File: config.mk
export PLATFORM = sky130hd
export DESIGN_NAME = sd_spi_responder
export DESIGN_NICKNAME = d
export VERILOG_FILES = /design/src/rtl/sd_spi_pkg.sv /design/src/rtl/sd_crc7.sv /design/src/rtl/sd_spi_responder.sv
export SDC_FILE = /design/constraint.sdc
export NUM_CORES = 1
export LEC_CHECK = 0
export ABC_AREA = 1
export BUFFER_PORTS_ARGS = -buffer_cell sky130_fd_sc_hd__buf_4
export CAP_MARGIN = 20
export CORE_MARGIN = 2
export CORE_UTILIZATION = 48
export CTS_CLUSTER_DIAMETER = 120
export DETAILED_ROUTE_END_ITERATION = 16
export PLACE_DENSITY = 0.78
export RECOVER_POWER = 100
export SLEW_MARGIN = 20
export SYNTH_ARGS = -nofsm -noshare
export SYNTH_HDL_FRONTEND = slang
export SYNTH_SLANG_ARGS = --single-unit
File: constraint.sdc
create_clock -name clk -period 1.9 [get_ports clk]
set_input_delay 0.38 -clock clk [delete_from_list [all_inputs] [get_ports clk]]
set_output_delay 0.38 -clock clk [all_outputs]
set_load 0.02 [all_outputs]
File: src/rtl/sd_spi_pkg.sv
// SD SPI-mode responder shared types: FSM states, frame/R1 constants, serial CRC7 step.
// Package only: no latency, no backpressure.
package sd_spi_pkg;

  typedef enum logic [1:0] {
    IDLE,
    CMD,
    WAIT_RESP,
    RESP
  } state_t;

  localparam int         CMD_FRAME_BITS = 48;
  localparam logic [7:0] R1_IDLE        = 8'h01;
  localparam logic [7:0] R1_ILLEGAL_CMD = 8'h04;
  localparam logic [7:0] R1_CRC_ERR     = 8'h08;
  localparam logic [6:0] CRC7_POLY      = 7'h09;

  // One MSB-first bit of x^7 + x^3 + 1.
  function automatic logic [6:0] crc7_step(input logic [6:0] crc, input logic din);
    logic fb;
    fb = din ^ crc[6];
    return {crc[5:0], 1'b0} ^ (fb ? CRC7_POLY : 7'h00);
  endfunction

endpackage

File: src/rtl/sd_crc7.sv
// Serial CRC7 accumulator: one bit per en_i, clr_i zeroes it (clr wins).
// Latency: crc_o reflects a bit one clk after en_i; no backpressure.
module sd_crc7 (
  input  logic       clk,
  input  logic       reset_n,
  input  logic       clr_i,
  input  logic       en_i,
  input  logic       din_i,
  output logic [6:0] crc_o
);
  import sd_spi_pkg::*;

  logic [6:0] crc_q, crc_d;

  always_comb begin
    crc_d = crc_q;
    if (clr_i) begin
      crc_d = '0;
    end else if (en_i) begin
      crc_d = crc7_step(crc_q, din_i);
    end
  end

  always_ff @(posedge clk or negedge reset_n) begin
    if (!reset_n) begin
      crc_q <= '0;
    end else begin
      crc_q <= crc_d;
    end
  end

  assign crc_o = crc_q;

endmodule

File: src/rtl/sd_spi_responder.sv
// SD SPI-mode (mode 0) command responder: captures 48-bit frames, returns one R1 byte; optional CRC7 check under SD_SPI_CRC_CHECK_EN.
// Latency: cmd_valid 1 clk after the end-bit edge; no backpressure (host-clocked), response waits up to RESP_TIMEOUT bytes.
module sd_spi_responder #(
  parameter int NCR_MIN      = 1,
  parameter int RESP_TIMEOUT = 8
) (
  input  logic        clk,
  input  logic        reset_n,
  input  logic        sclk,
  input  logic        cs_n,
  input  logic        mosi,
  output logic        miso,
  output logic        cmd_valid,
  output logic [5:0]  cmd_index,
  output logic [31:0] cmd_arg,
  input  logic [7:0]  resp_byte,
  input  logic        resp_valid,
  output logic        timeout
);
  import sd_spi_pkg::*;

  localparam int               CNT_W    = 16;
  localparam logic [CNT_W-1:0] NCR_CNT  = CNT_W'(NCR_MIN);
  localparam logic [CNT_W-1:0] TMO_CNT  = CNT_W'(RESP_TIMEOUT);
  localparam logic [5:0]       LAST_BIT = 6'(CMD_FRAME_BITS - 1);

  logic sclk_meta_q, sclk_sync_q, sclk_prev_q;
  logic cs_meta_q, cs_sync_q;
  logic mosi_meta_q, mosi_sync_q;

  always_ff @(posedge clk or negedge reset_n) begin
    if (!reset_n) begin
      sclk_meta_q <= 1'b0;
      sclk_sync_q <= 1'b0;
      sclk_prev_q <= 1'b0;
      cs_meta_q   <= 1'b1;
      cs_sync_q   <= 1'b1;
      mosi_meta_q <= 1'b0;
      mosi_sync_q <= 1'b0;
    end else begin
      sclk_meta_q <= sclk;
      sclk_sync_q <= sclk_meta_q;
      sclk_prev_q <= sclk_sync_q;
      cs_meta_q   <= cs_n;
      cs_sync_q   <= cs_meta_q;
      mosi_meta_q <= mosi;
      mosi_sync_q <= mosi_meta_q;
    end
  end

  // Edges seen while deselected never reach the FSM.
  logic sclk_rise, sclk_fall;
  assign sclk_rise = !cs_sync_q && sclk_sync_q && !sclk_prev_q;
  assign sclk_fall = !cs_sync_q && !sclk_sync_q && sclk_prev_q;

  state_t            state_q, state_d;
  logic              zero_seen_q, zero_seen_d;
  logic [5:0]        bit_cnt_q, bit_cnt_d;
  logic [44:0]       cmd_sr_q, cmd_sr_d;
  logic [5:0]        cmd_index_q, cmd_index_d;
  logic [31:0]       cmd_arg_q, cmd_arg_d;
  logic              cmd_valid_q, cmd_valid_d;
  logic              timeout_q, timeout_d;
  logic [7:0]        resp_q, resp_d;
  logic              latched_q, latched_d;
  logic [2:0]        phase_q, phase_d;
  logic [CNT_W-1:0]  byte_cnt_q, byte_cnt_d;
  logic [7:0]        tx_q, tx_d;
  logic              latch_now;
  logic [7:0]        resp_now;
  logic              start_hit;
  logic              crc_ok;

  assign start_hit = (state_q == IDLE) && sclk_rise && zero_seen_q && mosi_sync_q;

  always_comb begin
    state_d     = state_q;
    zero_seen_d = zero_seen_q;
    bit_cnt_d   = bit_cnt_q;
    cmd_sr_d    = cmd_sr_q;
    cmd_index_d = cmd_index_q;
    cmd_arg_d   = cmd_arg_q;
    cmd_valid_d = 1'b0;
    timeout_d   = 1'b0;
    resp_d      = resp_q;
    latched_d   = latched_q;
    phase_d     = phase_q;
    byte_cnt_d  = byte_cnt_q;
    tx_d        = tx_q;
    latch_now   = latched_q || resp_valid;
    resp_now    = latched_q ? resp_q : resp_byte;

    unique case (state_q)
      IDLE: begin
        if (start_hit) begin
          state_d     = CMD;
          bit_cnt_d   = 6'd2;
          zero_seen_d = 1'b0;
        end else if (sclk_rise) begin
          zero_seen_d = !mosi_sync_q;
        end
      end

      CMD: begin
        if (sclk_rise) begin
          cmd_sr_d  = {cmd_sr_q[43:0], mosi_sync_q};
          bit_cnt_d = bit_cnt_q + 6'd1;
          // cmd_sr_q holds frame bits [45:1] here; mosi_sync_q is the end bit.
          if (bit_cnt_q == LAST_BIT) begin
            phase_d    = 3'd7;
            byte_cnt_d = '0;
            latched_d  = 1'b0;
            if (!crc_ok) begin
              state_d   = WAIT_RESP;
              resp_d    = R1_CRC_ERR;
              latched_d = 1'b1;
            end else if (!mosi_sync_q) begin
              state_d = IDLE;
            end else begin
              state_d     = WAIT_RESP;
              cmd_valid_d = 1'b1;
              cmd_index_d = cmd_sr_q[44:39];
              cmd_arg_d   = cmd_sr_q[38:7];
            end
          end
        end
      end

      WAIT_RESP: begin
        if (resp_valid && !latched_q) begin
          resp_d    = resp_byte;
          latched_d = 1'b1;
        end
        // phase_q == 7 marks the falling edge that closes a byte.
        if (sclk_fall) begin
          if (phase_q != 3'd7) begin
            phase_d = phase_q + 3'd1;
          end else if (latch_now && (byte_cnt_q >= NCR_CNT)) begin
            state_d = RESP;
            tx_d    = resp_now;
            phase_d = 3'd0;
          end else if (!latch_now && (byte_cnt_q >= TMO_CNT)) begin
            state_d   = IDLE;
            timeout_d = 1'b1;
          end else begin
            phase_d = 3'd0;
            if (byte_cnt_q != '1) begin
              byte_cnt_d = byte_cnt_q + CNT_W'(1);
            end
          end
        end
      end

      RESP: begin
        if (sclk_fall) begin
          if (phase_q == 3'd7) begin
            state_d = IDLE;
          end else begin
            phase_d = phase_q + 3'd1;
            tx_d    = {tx_q[6:0], 1'b1};
          end
        end
      end

      default: state_d = IDLE;
    endcase

    if (cs_sync_q) begin
      state_d     = IDLE;
      zero_seen_d = 1'b0;
    end
  end

  always_ff @(posedge clk or negedge reset_n) begin
    if (!reset_n) begin
      state_q     <= IDLE;
      zero_seen_q <= 1'b0;
      bit_cnt_q   <= '0;
      cmd_sr_q    <= '0;
      cmd_index_q <= '0;
      cmd_arg_q   <= '0;
      cmd_valid_q <= 1'b0;
      timeout_q   <= 1'b0;
      resp_q      <= '0;
      latched_q   <= 1'b0;
      phase_q     <= '0;
      byte_cnt_q  <= '0;
      tx_q        <= '0;
    end else begin
      state_q     <= state_d;
      zero_seen_q <= zero_seen_d;
      bit_cnt_q   <= bit_cnt_d;
      cmd_sr_q    <= cmd_sr_d;
      cmd_index_q <= cmd_index_d;
      cmd_arg_q   <= cmd_arg_d;
      cmd_valid_q <= cmd_valid_d;
      timeout_q   <= timeout_d;
      resp_q      <= resp_d;
      latched_q   <= latched_d;
      phase_q     <= phase_d;
      byte_cnt_q  <= byte_cnt_d;
      tx_q        <= tx_d;
    end
  end

`ifdef SD_SPI_CRC_CHECK_EN
  localparam logic [5:0] CRC_BITS = 6'(CMD_FRAME_BITS - 8);

  logic       crc_clr, crc_en;
  logic [6:0] crc_val;

  // A leading start bit leaves a cleared CRC at zero, so feeding starts at the transmission bit.
  assign crc_clr = (state_q == IDLE) && !start_hit;
  assign crc_en  = start_hit || ((state_q == CMD) && sclk_rise && (bit_cnt_q < CRC_BITS));

  sd_crc7 u_crc7 (
    .clk    (clk),
    .reset_n(reset_n),
    .clr_i  (crc_clr),
    .en_i   (crc_en),
    .din_i  (mosi_sync_q),
    .crc_o  (crc_val)
  );

  assign crc_ok = (cmd_sr_q[6:0] == crc_val);
`else
  assign crc_ok = 1'b1;
`endif

  assign miso      = (state_q == RESP) ? tx_q[7] : 1'b1;
  assign cmd_valid = cmd_valid_q;
  assign cmd_index = cmd_index_q;
  assign cmd_arg   = cmd_arg_q;
  assign timeout   = timeout_q;

endmodule

# Word level (Yosys, flattened, before mapping)
# Index checks and enable logic that the tools add are counted.
op_classes:
  addsub: 3
  order_cmp: 2
  eq_ne: 28
  muxes: 57
  reduce_logical: 34
op_table:
  columns: ["op", "n"]
  rows:
  - ["2-to-1 mux 16 bit", 7]
  - ["2-to-1 mux 8 bit", 6]
  - ["one-hot mux 16 bit (2 select lines)", 1]
  - ["2-to-1 mux 3 bit", 8]
  - ["!= test 2 bit, second input constant", 12]
  - ["!= test 3 bit, second input constant", 8]
  - ["2-to-1 mux 2 bit", 11]
  - ["2-to-1 mux 1 bit", 17]
  - ["adder 16 x 1 -> 16 bit, second input constant", 1]
  - [">= comparator 16 x 1 -> 1 bit, second input constant", 1]
  - [">= comparator 16 x 4 -> 1 bit, second input constant", 1]
  - ["!= test 16 bit, second input constant", 1]
  - ["one-hot mux 8 bit (2 select lines)", 1]
  - ["AND reduction 8 bit", 2]
  - ["2-to-1 mux 6 bit", 2]
  - ["one-hot mux 6 bit (2 select lines)", 1]
  - ["logical AND 1 bit", 10]
  - ["one-hot mux 3 bit (3 select lines)", 1]
  - ["!= test 4 bit, second input constant", 2]
  - ["one-hot mux 2 bit (4 select lines)", 1]
  - ["AND reduction 4 bit", 2]
  - ["nonzero test 2 bit", 4]
  - ["AND reduction 7 bit", 1]
  - ["adder 6 x 1 -> 6 bit, second input constant", 1]
  - ["other kinds (13)", 22]
word_totals:
  ff_bits: 137
  in_bits: 14
  output_inout_bits: 41

# Depth between registers and ports, before layout
depth:
  ltp_word: 9
  depth_mapped: 13

# Worst setup path after synthesis
# No wires, ideal clock.
synth_timing:
  path_type: "reg-to-reg"
  startpoint: "register byte_cnt_q[0]"
  endpoint: "register byte_cnt_q[15]"
  setup_time_ns: 0.115
  arrival_ns: 1.460
  required_ns: 1.785
  path_slack_ns: 0.326
  stages_incl_launch_ff: 13
  cell_sequence: "dfrtp_1 inv_1 ha_1 inv_1 nor2_1 nand2_1 nor2_1 nand2_1 nand3_1 nand2_2 nor2_4 buf_6 nor2_1"
synth_between:
  elab_chain_cells: 7
  elab_cells_between_ends: 16
synth_lines:
  columns: ["element", "line_no", "text"]
  rows:
  - ["from (decl)", "sd_spi_responder.sv:67", "logic [CNT_W-1:0] byte_cnt_q, byte_cnt_d;"]
  - ["from (signal assigned)", "sd_spi_responder.sv:201", "byte_cnt_q <= byte_cnt_d;"]
  - ["adder 16 x 1 -> 16 bit", "sd_spi_responder.sv:148", "byte_cnt_d = byte_cnt_q + CNT_W'(1);"]
  - ["2-to-1 mux 16 bit", "sd_spi_responder.sv:147", "if (byte_cnt_q != '1) begin"]
  - ["2-to-1 mux 16 bit", "sd_spi_responder.sv:142", "end else if (!latch_now && (byte_cnt_q >= TMO_CNT)) begin"]
  - ["2-to-1 mux 16 bit", "sd_spi_responder.sv:138", "end else if (latch_now && (byte_cnt_q >= NCR_CNT)) begin"]
  - ["2-to-1 mux 16 bit", "sd_spi_responder.sv:136", "if (phase_q != 3'd7) begin"]
  - ["2-to-1 mux 16 bit", "sd_spi_responder.sv:135", "if (sclk_fall) begin"]
  - ["one-hot mux 16 bit (2 select lines)", "sd_spi_responder.sv:93", "unique case (state_q)"]
# Parallel ways exist; a longest one is shown, timed or not. The select of a mux whose other input is x is not followed.
# A chain may end at the register's enable or synchronous reset.

# Worst setup path in the final report
layout_timing:
  startpoint: "register state_q[1]"
  endpoint: "output miso"
layout_between:
  elab_chain_cells: 2
layout_lines:
  columns: ["element", "line_no", "text"]
  rows:
  - ["from (decl)", "sd_spi_responder.sv:56", "state_t state_q, state_d;"]
  - ["from (signal assigned)", "sd_spi_responder.sv:190", "state_q <= state_d;"]
  - ["equality test 2 bit", "sd_spi_responder.sv:230", "assign miso = (state_q == RESP) ? tx_q[7] : 1'b1;"]
  - ["2-to-1 mux 1 bit", "sd_spi_responder.sv:230", null]
  - ["to (decl)", "sd_spi_responder.sv:12", "output logic miso,"]
# Every way passes these cells.

==> flow_metrics.env <==
export IMPL_status="completed"
export IMPL_wirelength_microns=10800
export IMPL_worstSetupEndpointType="primary output"
export IMPL_synth_cell_type_count=31
export IMPL_ys_seq_area_share_pct=59.8
export IMPL_setup_ws_ns=0.117
export IMPL_synth_ff_type="dfrtp_1"
export IMPL_synthMuxAreaShare_pct=0
export IMPL_ff2ff_path_depth=13
export IMPL_r2r_slack_ns=0.13
export IMPL_hold_path_class="primary input to flop"
export IMPL_ys_async_sr_fraction_pct=100
export IMPL_first_iter_violations=348
export IMPL_r2r_end="byte_cnt_q[1]$_DFFE_PN0P_"
export IMPL_place_area_sq_mm=0.00625
export IMPL_syn_area_sq_mm=0.00574
export IMPL_synth_edff_count=0
export IMPL_setup_worst_path_class="flop to primary output"
export IMPL_setup_viol=0
export IMPL_initial_utilization_pct=49.6
export IMPL_relSlewSlack_pct=47.9
export IMPL_wl_per_cell_microns=12.7
export IMPL_synthesis_instances=631
export IMPL_final_cell_mix="nand2_1 (172), dfrtp_1 (133), o21ai_0 (92), inv_1 (75)"
export IMPL_synth_compound_area_share_pct=12.2
export IMPL_drive_above_1_share_pct=12.2
export IMPL_grt_pass1_wl_microns=18200
export IMPL_design_area_sq_mm=0.00678
export IMPL_gp_congestion=0.898
export IMPL_boundaryPins=55
export IMPL_hold_path_depth=1
export IMPL_cts_inserted_buffers=17
export IMPL_antenna_found_initial=0
export IMPL_antenna_cells=0
export IMPL_cts_tree="done"
export IMPL_area_growth_pct=18.1
export IMPL_synth_adder_area_share_pct=1.53
export IMPL_core_sq_mm=0.0116
export IMPL_first_global_vias=4010
export IMPL_fin_skew_ns=0.00920
export IMPL_portBuffers=54
export IMPL_cpPeakStageDelay_ns=0.43
export IMPL_synth_top_family_by_area="simple AND/OR/NAND/NOR gates"
export IMPL_setup_tns_ns=0
export IMPL_min_to="cs_meta_q$_DFF_PN1_"
export IMPL_fmax_ghz=0.561
export IMPL_worst_setup_path_start_kind="flop"
export IMPL_dieArea_sq_mm=0.0128
export IMPL_clk_insertion_delay_late_ns=0.42
export IMPL_p_leak_nw=3.17
export IMPL_layout_min_cycle_time_ns=1.78
export IMPL_postSynthAreaPerCell_sq_um=9.10
export IMPL_ant_nets=0
export IMPL_numClockSinks=137
export IMPL_slew_violations=0
export IMPL_syn_num_nets=652
export IMPL_finalCritPeriodShare_pct=93.9
export IMPL_die_w_microns=113
export IMPL_power_density_mw_per_mm2=1150
export IMPL_ir_worst_vdd_v=0.000726
export IMPL_max_cap_violations=0
export IMPL_crit_fanout=7
export IMPL_final_common_cell="nand2_1"
export IMPL_cts_root_buf="clkbuf_16"
export IMPL_dp_hpwl_microns=6800
export IMPL_htreeDepth=4
export IMPL_synth_xor_area_share_pct=0.305
export IMPL_first_pass_iters=7
export IMPL_grt_max_degree=137
export IMPL_tightest_slew_ns=0.782
export IMPL_cts_buffer_depth=2
export IMPL_ys_warn_count=0
export IMPL_finalHoldViolCount=0
export IMPL_ys_seq_elements=137
export IMPL_viasPerCell=5.01
export IMPL_nets=713
export IMPL_cp_slowest_cell="dfrtp_2"
export IMPL_arrival_ns=1.40
export IMPL_yosys_area_share_simple_pct=18.3
export IMPL_drcViolationCount=0
export IMPL_die_h_microns=113
export IMPL_grt_usage_pct=18.0
export IMPL_via_count=4252
export IMPL_rr_startpoint="byte_cnt_q[0]$_DFFE_PN0P_"
export IMPL_pre_cts_ws_ns=0.0165
export IMPL_critPathRequiredTime_ns=1.52
export IMPL_clk_pin_slew_ns=0.06
export IMPL_hp_start="cs_n"
export IMPL_rows=39
export IMPL_overflow=0
export IMPL_hold_ws_ns=0.0730
export IMPL_path_cells="nand2_1 -> or2_2 -> buf_4"
[registers in the layout, summed over array words and instances (netlist names), 2 cells and up]
signal	count
byte_cnt_q	16
cmd_index	6
bit_cnt_q	6
cmd_sr_q	45
cmd_arg	32
resp_q	8
phase_q	3
tx_q	8
state_q	2
[synth_stat cells, drive strengths merged (3+ instances only)]
master | count | area (sq um)
a21oi | 6 | 30.0
buf | 16 | 119
clkbuf | 8 | 30.0
dfrtp | 135 | 3380
ha | 7 | 87.6
inv | 82 | 308
nand2 | 175 | 662
nand3 | 20 | 120
nand4 | 3 | 18.8
nor2 | 47 | 204
o211ai | 6 | 45.0
o21ai | 113 | 599
[layout make-up]
class,instances,area (sq um)
Fill cell,1023,4790
Sequential cell,137,3430
Multi-Input combinational cell,388,1850
Clock buffer,20,467
Timing Repair Buffer,66,378
Inverter,82,308
Tap cell,143,179
Clock inverter,12,163
[power breakdown]
group	switching (W)	internal, W
logic	0.000782	0.000424
registers	0.000105	0.00305
clock network	0.00124	0.00218
[kinds of logic (layout without fill, tap and decap cells)]
| logic type | count (synthesis) | in the layout |
|---|---|---|
| buf+inv | 106 | 180 |
| compound gates | 128 | 128 |
| xor+xnor | 2 | 2 |
| fa+ha+maj | 7 | 7 |
| flops | 137 | 137 |
| simple gates | 251 | 251 |
[worst max-delay path by stage]
stage	start	end	slack, ns	cells after the start
6_report	state_q[1]$_DFFE_PN0P_	miso	0.12	3
3_3_place_gp	byte_cnt_q[0]$_DFFE_PN0P_	byte_cnt_q[0]$_DFFE_PN0P_	0.17	12
5_1_grt	bit_cnt_q[1]$_DFFE_PN0P_	byte_cnt_q[1]$_DFFE_PN0P_	-0.01	10
2_1_floorplan	byte_cnt_q[0]$_DFFE_PN0P_	byte_cnt_q[15]$_DFFE_PN0P_	0.33	12
3_5_place_dp	byte_cnt_q[0]$_DFFE_PN0P_	byte_cnt_q[0]$_DFFE_PN0P_	0.02	12
4_1_cts	state_q[1]$_DFFE_PN0P_	miso	0.03	3
[worst max-delay path, delay by kind of cell (launching register included)]
kind	cells	cell delay (ns)
flip-flops	1	0.43
buffers and inverters	1	0.16
AND/OR/NAND/NOR	2	0.39
[timing repair]
action | in CTS | in global routing
hold endpoints to repair | 1 | 0
hold buffers | 1 | 0
setup buffers | 3 | 3
setup endpoints to repair | 3 | 24
gates resized for setup | 1 | 7
pin swaps | 1 | 0
[layer usage]
metal,GRT usage [%],routed length (microns),vias up
li1,-,-,2108
met1,23.0,4800,2005
met2,27.5,5200,115
met3,6.91,562,24
met4,7.72,239,0
met5,0,0,-
[stage by stage]
stage,util (%),power (W),instances
after floorplan,-,0.00397,631
after global placement,54.0,0.00415,809
after detailed placement,54.0,0.00423,809
after CTS,59.8,0.00775,845
after global routing,58.6,0.00818,848
final,58.6,0.00778,848
No activity file was read; power rests on OpenSTA's default activity.
